### config.mk
export PLATFORM = sky130hd
export DESIGN_NAME = mem_port_arbiter
export DESIGN_NICKNAME = d
export VERILOG_FILES = /design/src/rtl/cpu_mem_pkg.sv /design/src/rtl/rr_arb2.sv /design/src/rtl/mem_port_arbiter.sv
export SDC_FILE = /design/constraint.sdc
export NUM_CORES = 1
export LEC_CHECK = 0
export CORE_MARGIN = 8
export CORE_UTILIZATION = 35
export DETAILED_ROUTE_END_ITERATION = 6
export PLACE_DENSITY = 0.69
export SLEW_MARGIN = 10
export SYNTH_ARGS = -nofsm -noshare
export SYNTH_HDL_FRONTEND = slang
export SYNTH_HIERARCHICAL = 1
export SYNTH_SLANG_ARGS = --single-unit
export TNS_END_PERCENT = 30
### constraint.sdc
create_clock -name clk -period 1.9 [get_ports clk]
set_input_delay 0.285 -clock clk [delete_from_list [all_inputs] [get_ports clk]]
set_output_delay 0.285 -clock clk [all_outputs]
set_load 0.005 [all_outputs]
### src/rtl/cpu_mem_pkg.sv
// Shared definitions for the CPU <-> unified memory arbiter.
//   state_t  : arbiter FSM encoding
//   GNT_I/D  : grant identifiers (also stored as last_grant)
//   WE_NONE  : byte-enable value for a read access
package cpu_mem_pkg;

  typedef enum logic [1:0] {
    IDLE   = 2'd0,
    I_BUSY = 2'd1,
    D_BUSY = 2'd2,
    ERR    = 2'd3
  } state_t;

  localparam logic       GNT_I   = 1'b0;
  localparam logic       GNT_D   = 1'b1;
  localparam logic [3:0] WE_NONE = 4'b0000;

endpackage

### src/rtl/rr_arb2.sv
// Two-way round-robin pick between the fetch and data ports.
//   i_req, d_req : pending requests
//   last_grant   : port served most recently (GNT_I / GNT_D)
//   gnt_vld      : at least one request pending
//   gnt          : chosen port; on contention the port that did not go last
module rr_arb2
  import cpu_mem_pkg::*;
(
  input  logic i_req,
  input  logic d_req,
  input  logic last_grant,
  output logic gnt_vld,
  output logic gnt
);

  assign gnt_vld = i_req | d_req;

  always_comb begin
    gnt = GNT_I;
    if (i_req && d_req)
      gnt = (last_grant == GNT_I) ? GNT_D : GNT_I;
    else if (d_req)
      gnt = GNT_D;
  end

endmodule

### src/rtl/mem_port_arbiter.sv
// Serialises CPU fetch and data accesses onto one single-ported memory.
//   clk, reset            : clock, async active-low reset
//   i_req/i_addr          : fetch request, held until i_done
//   i_rdata/i_done        : fetched word + one-cycle completion pulse
//   d_req/d_addr/d_wdata/d_we : data request (d_we=0 means load)
//   d_rdata/d_done        : load data + one-cycle completion pulse
//   mem_*                 : memory-side request; mem_ack completes it,
//                           with mem_rdata valid in the ack cycle
//   stall                 : core hold while any access is outstanding
//   timeout_err           : sticky, memory never acknowledged
module mem_port_arbiter
  import cpu_mem_pkg::*;
#(
  parameter int AW      = 32,
  parameter int DW      = 32,
  parameter int TIMEOUT = 255
) (
  input  logic          clk,
  input  logic          reset,
  input  logic          i_req,
  input  logic [AW-1:0] i_addr,
  output logic [DW-1:0] i_rdata,
  output logic          i_done,
  input  logic          d_req,
  input  logic [AW-1:0] d_addr,
  input  logic [DW-1:0] d_wdata,
  input  logic [3:0]    d_we,
  output logic [DW-1:0] d_rdata,
  output logic          d_done,
  output logic          mem_req,
  output logic [AW-1:0] mem_addr,
  output logic [DW-1:0] mem_wdata,
  output logic [3:0]    mem_we,
  input  logic          mem_ack,
  input  logic [DW-1:0] mem_rdata,
  output logic          stall,
  output logic          timeout_err
);

  localparam int            TW    = $clog2(TIMEOUT + 1);
  localparam logic [TW-1:0] T_MAX = TW'(TIMEOUT);
  localparam logic [TW-1:0] T_TRIP = TW'(TIMEOUT - 1);

  state_t        state, state_nxt;
  logic          last_grant, last_grant_nxt;
  logic [TW-1:0] timer, timer_nxt;
  logic          mem_req_nxt, i_done_nxt, d_done_nxt, timeout_err_nxt;
  logic [AW-1:0] mem_addr_nxt;
  logic [DW-1:0] mem_wdata_nxt, i_rdata_nxt, d_rdata_nxt;
  logic [3:0]    mem_we_nxt;
  logic          gnt_vld, gnt;

  // A port's req in its own done cycle is the request that just finished,
  // not a new one; masking it avoids re-issuing the same access.
  rr_arb2 u_arb (
    .i_req      (i_req & ~i_done),
    .d_req      (d_req & ~d_done),
    .last_grant (last_grant),
    .gnt_vld    (gnt_vld),
    .gnt        (gnt)
  );

  assign stall = (i_req & ~i_done) | (d_req & ~d_done);

  always_comb begin
    state_nxt       = state;
    last_grant_nxt  = last_grant;
    timer_nxt       = timer;
    mem_req_nxt     = mem_req;
    mem_addr_nxt    = mem_addr;
    mem_wdata_nxt   = mem_wdata;
    mem_we_nxt      = mem_we;
    i_rdata_nxt     = i_rdata;
    d_rdata_nxt     = d_rdata;
    i_done_nxt      = 1'b0;
    d_done_nxt      = 1'b0;
    timeout_err_nxt = timeout_err;

    unique case (state)
      IDLE: begin
        // mem_ack here is stale/spurious and deliberately ignored
        if (gnt_vld) begin
          mem_req_nxt = 1'b1;
          timer_nxt   = '0;
          if (gnt == GNT_I) begin
            state_nxt     = I_BUSY;
            mem_addr_nxt  = i_addr;
            mem_wdata_nxt = '0;
            mem_we_nxt    = WE_NONE;
          end else begin
            state_nxt     = D_BUSY;
            mem_addr_nxt  = d_addr;
            mem_wdata_nxt = d_wdata;
            mem_we_nxt    = d_we;
          end
        end
      end

      I_BUSY, D_BUSY: begin
        if (mem_ack) begin
          state_nxt   = IDLE;
          mem_req_nxt = 1'b0;
          timer_nxt   = '0;
          if (state == I_BUSY) begin
            i_done_nxt     = 1'b1;
            i_rdata_nxt    = mem_rdata;
            last_grant_nxt = GNT_I;
          end else begin
            d_done_nxt     = 1'b1;
            d_rdata_nxt    = mem_rdata;
            last_grant_nxt = GNT_D;
          end
        end else if (timer >= T_TRIP) begin
          // This cycle makes TIMEOUT busy cycles without an ack
          state_nxt       = ERR;
          mem_req_nxt     = 1'b0;
          timeout_err_nxt = 1'b1;
          timer_nxt       = T_MAX;
        end else begin
          timer_nxt = timer + 1'b1;
        end
      end

      ERR: begin
        // Terminal until reset; timer stays saturated
        mem_req_nxt = 1'b0;
      end

      default: state_nxt = IDLE;
    endcase
  end

  always_ff @(posedge clk or negedge reset) begin
    if (!reset) begin
      state       <= IDLE;
      last_grant  <= GNT_D;
      timer       <= '0;
      mem_req     <= 1'b0;
      mem_addr    <= '0;
      mem_wdata   <= '0;
      mem_we      <= WE_NONE;
      i_rdata     <= '0;
      d_rdata     <= '0;
      i_done      <= 1'b0;
      d_done      <= 1'b0;
      timeout_err <= 1'b0;
    end else begin
      state       <= state_nxt;
      last_grant  <= last_grant_nxt;
      timer       <= timer_nxt;
      mem_req     <= mem_req_nxt;
      mem_addr    <= mem_addr_nxt;
      mem_wdata   <= mem_wdata_nxt;
      mem_we      <= mem_we_nxt;
      i_rdata     <= i_rdata_nxt;
      d_rdata     <= d_rdata_nxt;
      i_done      <= i_done_nxt;
      d_done      <= d_done_nxt;
      timeout_err <= timeout_err_nxt;
    end
  end

endmodule
# [After elaboration in Yosys (flattened, before gate mapping)]
# Cells that the tools add are included.
[totals] regBits=147 wordCells=63
[op_classes] add_sub_neg=1 magnitude_cmp=1 n_bitwise=7 reduce_logical=12 eq_ne=5 n_mux=25
[op_table] cell="$mux 32" n=2
[op_table] cell="$mux 8" n=3
[op_table] cell="$pmux 8 s2" n=1
[op_table] cell="$mux 1" n=12
[op_table] cell="$reduce_and 3->1" n=4
[op_table] cell="$add 8x1->8 const B" n=1
[op_table] cell="$ge 8x8->1 const B" n=1
[op_table] cell="$mux 2" n=4
[op_table] cell="$reduce_and 2->1" n=4
[op_table] cell="$eq 2x2->1 const B" n=2
[op_table] cell="$mux 4" n=1
[op_table] cell="$not 1->1" n=4
[op_table] cell="$pmux 2 s2" n=1
[op_table] cell="$ne 3x3->1 const B" n=1
[op_table] cell="$pmux 1 s3" n=1
[op_table] cell="$and 1x1->1" n=2
[op_table] cell="$eq 2x1->1 const B" n=1
[op_table] cell="$logic_not 2->1" n=1
[op_table] cell="$ne 2x2->1 const B" n=1
[op_table] cell="$reduce_bool 2->1" n=1
[op_table] cell="$reduce_or 2->1" n=1
[op_table] cell="$logic_and 1x1->1" n=1
[op_table] cell="$or 1x1->1" n=1

# [Depth between registers and ports, before layout]
[depth] word_depth=7 ltp_mapped=7 mapped_depth_nobuf=6

# [Modules after synthesis]
# The synthesis kept the hierarchy.
[modules_own_cells] module="mem_port_arbiter" cells_each=521 n_inst=1 area_each_um2=6090.8 seq_area_each_um2=3679.8
[modules_own_cells] module="rr_arb2" cells_each=2 n_inst=1 area_each_um2=13.8 seq_area_each_um2=0.0

# [Least setup slack after synthesis]
# OpenSTA, ideal clock, no wires.
[synth_path] path_type="register to register" start="register state[0]" end="register d_rdata[10]" period_less_slack_ns=1.749 stages_incl_launch_ff=8 t_required_ns=1.775 t_arrival_ns=1.625 slack_ns=0.151 path_cell_list="dfrtp_1 -> inv_1 -> ha_1 -> nand2_1 -> or2_2 -> buf_2 -> buf_6 -> mux2_2"
[synth_between] elab_chain_len=3 word_cells_on_any_way=5 cone_classes="eq/ne: 2; bitwise: 1; reduce/logical: 2"
[synth_lines] item="from (decl)" line="mem_port_arbiter.sv:44" text="state_t state, state_nxt;"
[synth_lines] item="from (signal assigned)" line="mem_port_arbiter.sv:148" text="state <= state_nxt;"
[synth_lines] item="$eq 2x1->1 or $eq 2x2->1 (tied branches)" line="mem_port_arbiter.sv:79, mem_port_arbiter.sv:104"
[synth_lines] item="$reduce_or 2->1 or $not 1->1 (tied branches)"
[synth_lines] item="$reduce_and 3->1 (no source line) (*)"
[synth_lines] item="to (signal assigned)" line="mem_port_arbiter.sv:156" text="d_rdata <= d_rdata_nxt;"
[synth_lines] item="to (decl)" line="mem_port_arbiter.sv:28" text="output logic [DW-1:0] d_rdata,"
# Every way passes the cells marked *; elsewhere a longest branch is shown, timed or not.
# A chain may end at the register's enable or synchronous reset.

# [Final worst setup path]
[layout_path] start="register state[0]" end="register d_rdata[7]"
# The elaborated chain is that of the path after synthesis.

==> impl.org <==
** Yosys
- Sequential fraction of the synthesis area :: 0.6028
- The Yosys step of the flow raised 6 warnings.
- In this run the mean area of a mapped cell was 11.67 um2.
- Count of cell types in the netlist :: 31
- Combined area of all synthesized cells :: 0.006105 mm2
- Counting flops with a built-in enable in the synthesized netlist gives 0.
- Synthesis produced a netlist with a net count of 665.
- Post-Synthesis Cells :: 523
- Among all flip-flop cells after synthesis, the most frequent one is sky130_fd_sc_hd__dfrtp_1.
- In this run, synthesis produced a sequential element count of 147.
- For this run, asynchronously set or reset flops after synthesis account for 1.000.

** Clock network
- The cell sitting at the root of the clock tree is a sky130_fd_sc_hd__clkbuf_16.
- After clock tree synthesis, the setup repair step added 0 buffers.
- TritonCTS built the clock tree.
- Clock tree synthesis found a total of 147 sinks.
- Clock slew seen by the registers of the worst setup and hold paths :: 60 ps
- The H-tree was split into 4 levels.
- TritonCTS created 17 clock buffers.
- Clock Path Buffers :: 2
- For the worst-skew pair, the clock arrives at the later sink with an insertion delay of 400 ps.

** Place
- Including well taps, the total number of placed cells is 1,020.
- Number of buffers added on ports :: 273
- Final weighted congestion in routability-driven placement :: 0.8141
- Final HPWL DP :: 14.75 mm
- Cell area after placement :: 0.009334 mm2

** Floorplanning
- Rows :: 48
- Effective utilization at floorplan :: 0.3554
- Core Footprint :: 0.01718 mm2
- 274 I/O pins were placed.
- The floorplan step defined a die boundary enclosing 0.02192 mm2.
- The die is 148.1 um tall.
- Die Wd :: 148.1 um

** Routing
- Wire length after detailed routing :: 19.22 mm
- For this block, the initial DRC count from the detailed router was 217.
- Before antenna repair, the detailed router went through 4 iterations.
- The detail route stage leaves a number of antenna-violating nets equal to 0.
- Average detailed-routed wire length per instance :: 18.25 um
- Vias per std cell :: 4.754
- Overall via count from detail_route :: 5,006
- Number of design rule violations left after detail routing :: 0

** STA
- Finish-stage setup viols :: 0
- Based on the critical path, the design can be clocked at up to 566.7 MHz.
- Between clock sinks in the finished design, the worst skew comes to 5.173 ps.
- Dividing the final minimum period by the clock period gives 0.9288.
- Final hold violations :: 0
- Minimum period implied by the final worst setup slack :: 1765 ps
- Sum of negative setup slack :: 0 ps
- Pins Over Slew Limit :: 0
- At the pin with the least slew margin, the transition time is 429.7 ps.
- The worst pin sits at a relative slew slack of 0.7136.
- Unrepaired setup endpoints after global routing :: false

** Layout
- Of the cells placed in the final design, the portion with a size suffix greater than 1 is 0.1691.
- Syn-to-layout area delta :: 63.23%
- Once layout is complete, the utilization of the core stands at 0.5801.
- Once layout is complete, the cells apart from fillers number 1,053.
- Summing all non-filler instances in the final layout gives an area of 0.009965 mm2.
- The net count of the finished layout is 957.
- Number of antenna repair diodes :: 0

** Global route
- Number of global-route vias before repair :: 5,555
- Global-route wire length before repair :: 30.69 mm
- Global routing finished with a remaining overflow of 0.
- Pin count of the biggest net entering global routing :: 52
- Initial antenna violation count :: 0
- Tot GR Track Use :: 0.1775

** Power and ir drop
- For this design the ratio of total power to cell area is 1644 mW/mm2.
- Summed over all cells, the static leakage comes to 4.478 nW.
- IR analysis of the VDD net gives a maximum drop of 0.0009446 V.
- The design draws 0.01638 W.

** Critical path
- Worst path bufs/invs :: 2
- Critical path, cell by cell :: inv_1, ha_4, nand2_1, or2_2, buf_12, mux2_2
- Worst path arrival time :: 2060 ps
- The worst setup path is launched from a flip-flop.
- Highest cell delay on the worst timing path :: 380 ps
- Type of destination of the critical path :: flip-flop
- By startpoint and endpoint, the worst setup path is classified as flip-flop to flip-flop.
- Among cell families on the critical path, the largest total delay comes from flip-flops.
- The slowest stage of the critical path is the sky130_fd_sc_hd__dfrtp_1 cell.
- STA puts the critical path data required time at 2190 ps.
- Critical path fanouts, max :: 34

** Min path
- The min-delay analysis places its worst path in the category input port to asynchronous set/reset pin.

** Status
- The flow ran to the end, and the final reports show no timing, DRC or antenna violations.

** Flow run
- The tool flagged a number of max-cap violations equal to 0.
-- cell families (layout without fill, tap and decap cells) --
group | count (synthesis) | after routing | synth area share
AO/OA/AOI/OAI | 65 | 65 | 0.06231
adder cells (fa/ha/maj) | 5 | 5 | 0.01025
buffers and inverters | 38 | 343 | 0.02972
flip-flops | 147 | 147 | 0.6028
multiplexers | 98 | 98 | 0.1740
AND/OR/NAND/NOR | 170 | 170 | 0.1209
-- worst paths after layout --
path | slack, ps | to | cells past startpoint | startpoint
worst max-delay path | 140 | d_rdata[7] | 6 | state[0]
worst min-delay path | 360 | d_rdata[20] | 2 | reset
worst max register to register | 140 | d_rdata[7] | 6 | state[0]
worst min register to register | 460 | mem_wdata[27] | 2 | mem_wdata[27]
max in group asynchronous | 900 | timer[4] | 3 | reset
min in group clk | 440 | mem_we[0] | 3 | d_we[0]
-- what timing repair did --
item                       CTS  global route
hold endpoints to repair    40             0
gates resized for setup      3             2
setup endpoints to repair    1            30
cloned                       0             0
hold buffers                 1             0
-- cell usage after synthesis, drive strengths merged (2+ instances only) --
library cell | n | area [um2]
inv | 7 | 26.28
clkbuf | 16 | 60.06
nor2b | 4 | 25.02
ha | 5 | 62.56
nor2 | 4 | 15.01
buf | 15 | 95.08
dfrtp | 146 | 3654
mux2 | 65 | 732.0
nand2 | 110 | 412.9
mux2i | 33 | 330.3
o21ai | 43 | 215.2
a21o | 5 | 37.54
nand3 | 41 | 205.2
a21oi | 7 | 38.79
a22o | 5 | 43.79
nand2b | 3 | 18.77
or2 | 3 | 18.77
and3 | 2 | 12.51
-- metrics by stage --
stage                     setup slack (ps)  hold slack [ps]
after floorplan                      150.6           -10.59
after global placement              -52.49            230.6
after detailed placement            -107.6            237.0
after CTS                            62.94            352.8
after global routing                 67.05            388.1
final                                135.4            359.2
-- worst reg2reg max path: stages (launching register included) --
cell and delay (ps):
sky130_fd_sc_hd__dfrtp_1 380, sky130_fd_sc_hd__inv_1 110, sky130_fd_sc_hd__ha_4 300, sky130_fd_sc_hd__nand2_1 70, sky130_fd_sc_hd__or2_2 300, sky130_fd_sc_hd__buf_12 180
sky130_fd_sc_hd__mux2_2 310
-- placed cells by master (no fill, tap or decap), types with 2 or more instances in the layout --
cell / n
sky130_fd_sc_hd__inv_6: 4
sky130_fd_sc_hd__a21o_1: 5
sky130_fd_sc_hd__nor2_1: 4
sky130_fd_sc_hd__ha_1: 4
sky130_fd_sc_hd__clkbuf_16: 17
sky130_fd_sc_hd__mux2_2: 65
sky130_fd_sc_hd__clkdlybuf4s50_1: 271
sky130_fd_sc_hd__mux2i_1: 33
sky130_fd_sc_hd__nand2_1: 109
sky130_fd_sc_hd__buf_12: 10
sky130_fd_sc_hd__inv_1: 7
sky130_fd_sc_hd__clkinvlp_4: 2
sky130_fd_sc_hd__or2_2: 2
sky130_fd_sc_hd__a21oi_1: 6
sky130_fd_sc_hd__dfrtp_1: 146
sky130_fd_sc_hd__bufinv_16: 2
sky130_fd_sc_hd__nand2b_1: 3
sky130_fd_sc_hd__and3_1: 2
sky130_fd_sc_hd__buf_4: 20
sky130_fd_sc_hd__clkbuf_8: 2
sky130_fd_sc_hd__clkinv_4: 4
sky130_fd_sc_hd__a22o_1: 5
sky130_fd_sc_hd__o21ai_0: 43
sky130_fd_sc_hd__nor2b_2: 3
sky130_fd_sc_hd__nand3_1: 41
-- flip-flops by register name, summed over array words and instances, names as in the netlist --
register,flops
i_rdata,32
mem_we,4
mem_addr,32
i_done,1
d_rdata,32
timer,8
mem_wdata,32
timeout_err,1
last_grant,1
state,2
mem_req,1
d_done,1
-- where the power goes --
group | total (W) | internal (W) | switching (W)
combinational | 0.00755 | 0.00457 | 0.00298
clock | 0.00337 | 0.00203 | 0.00134
sequential | 0.00546 | 0.00463 | 0.000830
total | 0.0164 | 0.0112 | 0.00515
-- routing by layer --
layer	vias up	GRT usage	wire [um]
met5	-	0	0
met4	0	0.05558	276
met3	19	0.09025	2374
met2	232	0.2831	9022
met1	2393	0.2039	7541
li1	2362	-	-
-- area by class of cell --
cell class / count / area [um2]
repair buffers: 304 / 3093
multi-input cells: 338 / 2282
well taps: 225 / 281.5
fillers: 1420 / 7212
flip-flops and latches: 147 / 3680
clock inverters: 12 / 145.1
inverters: 7 / 26.28
clock buffers: 20 / 456.7
Note: power is estimated with default switching activity, not from simulation.
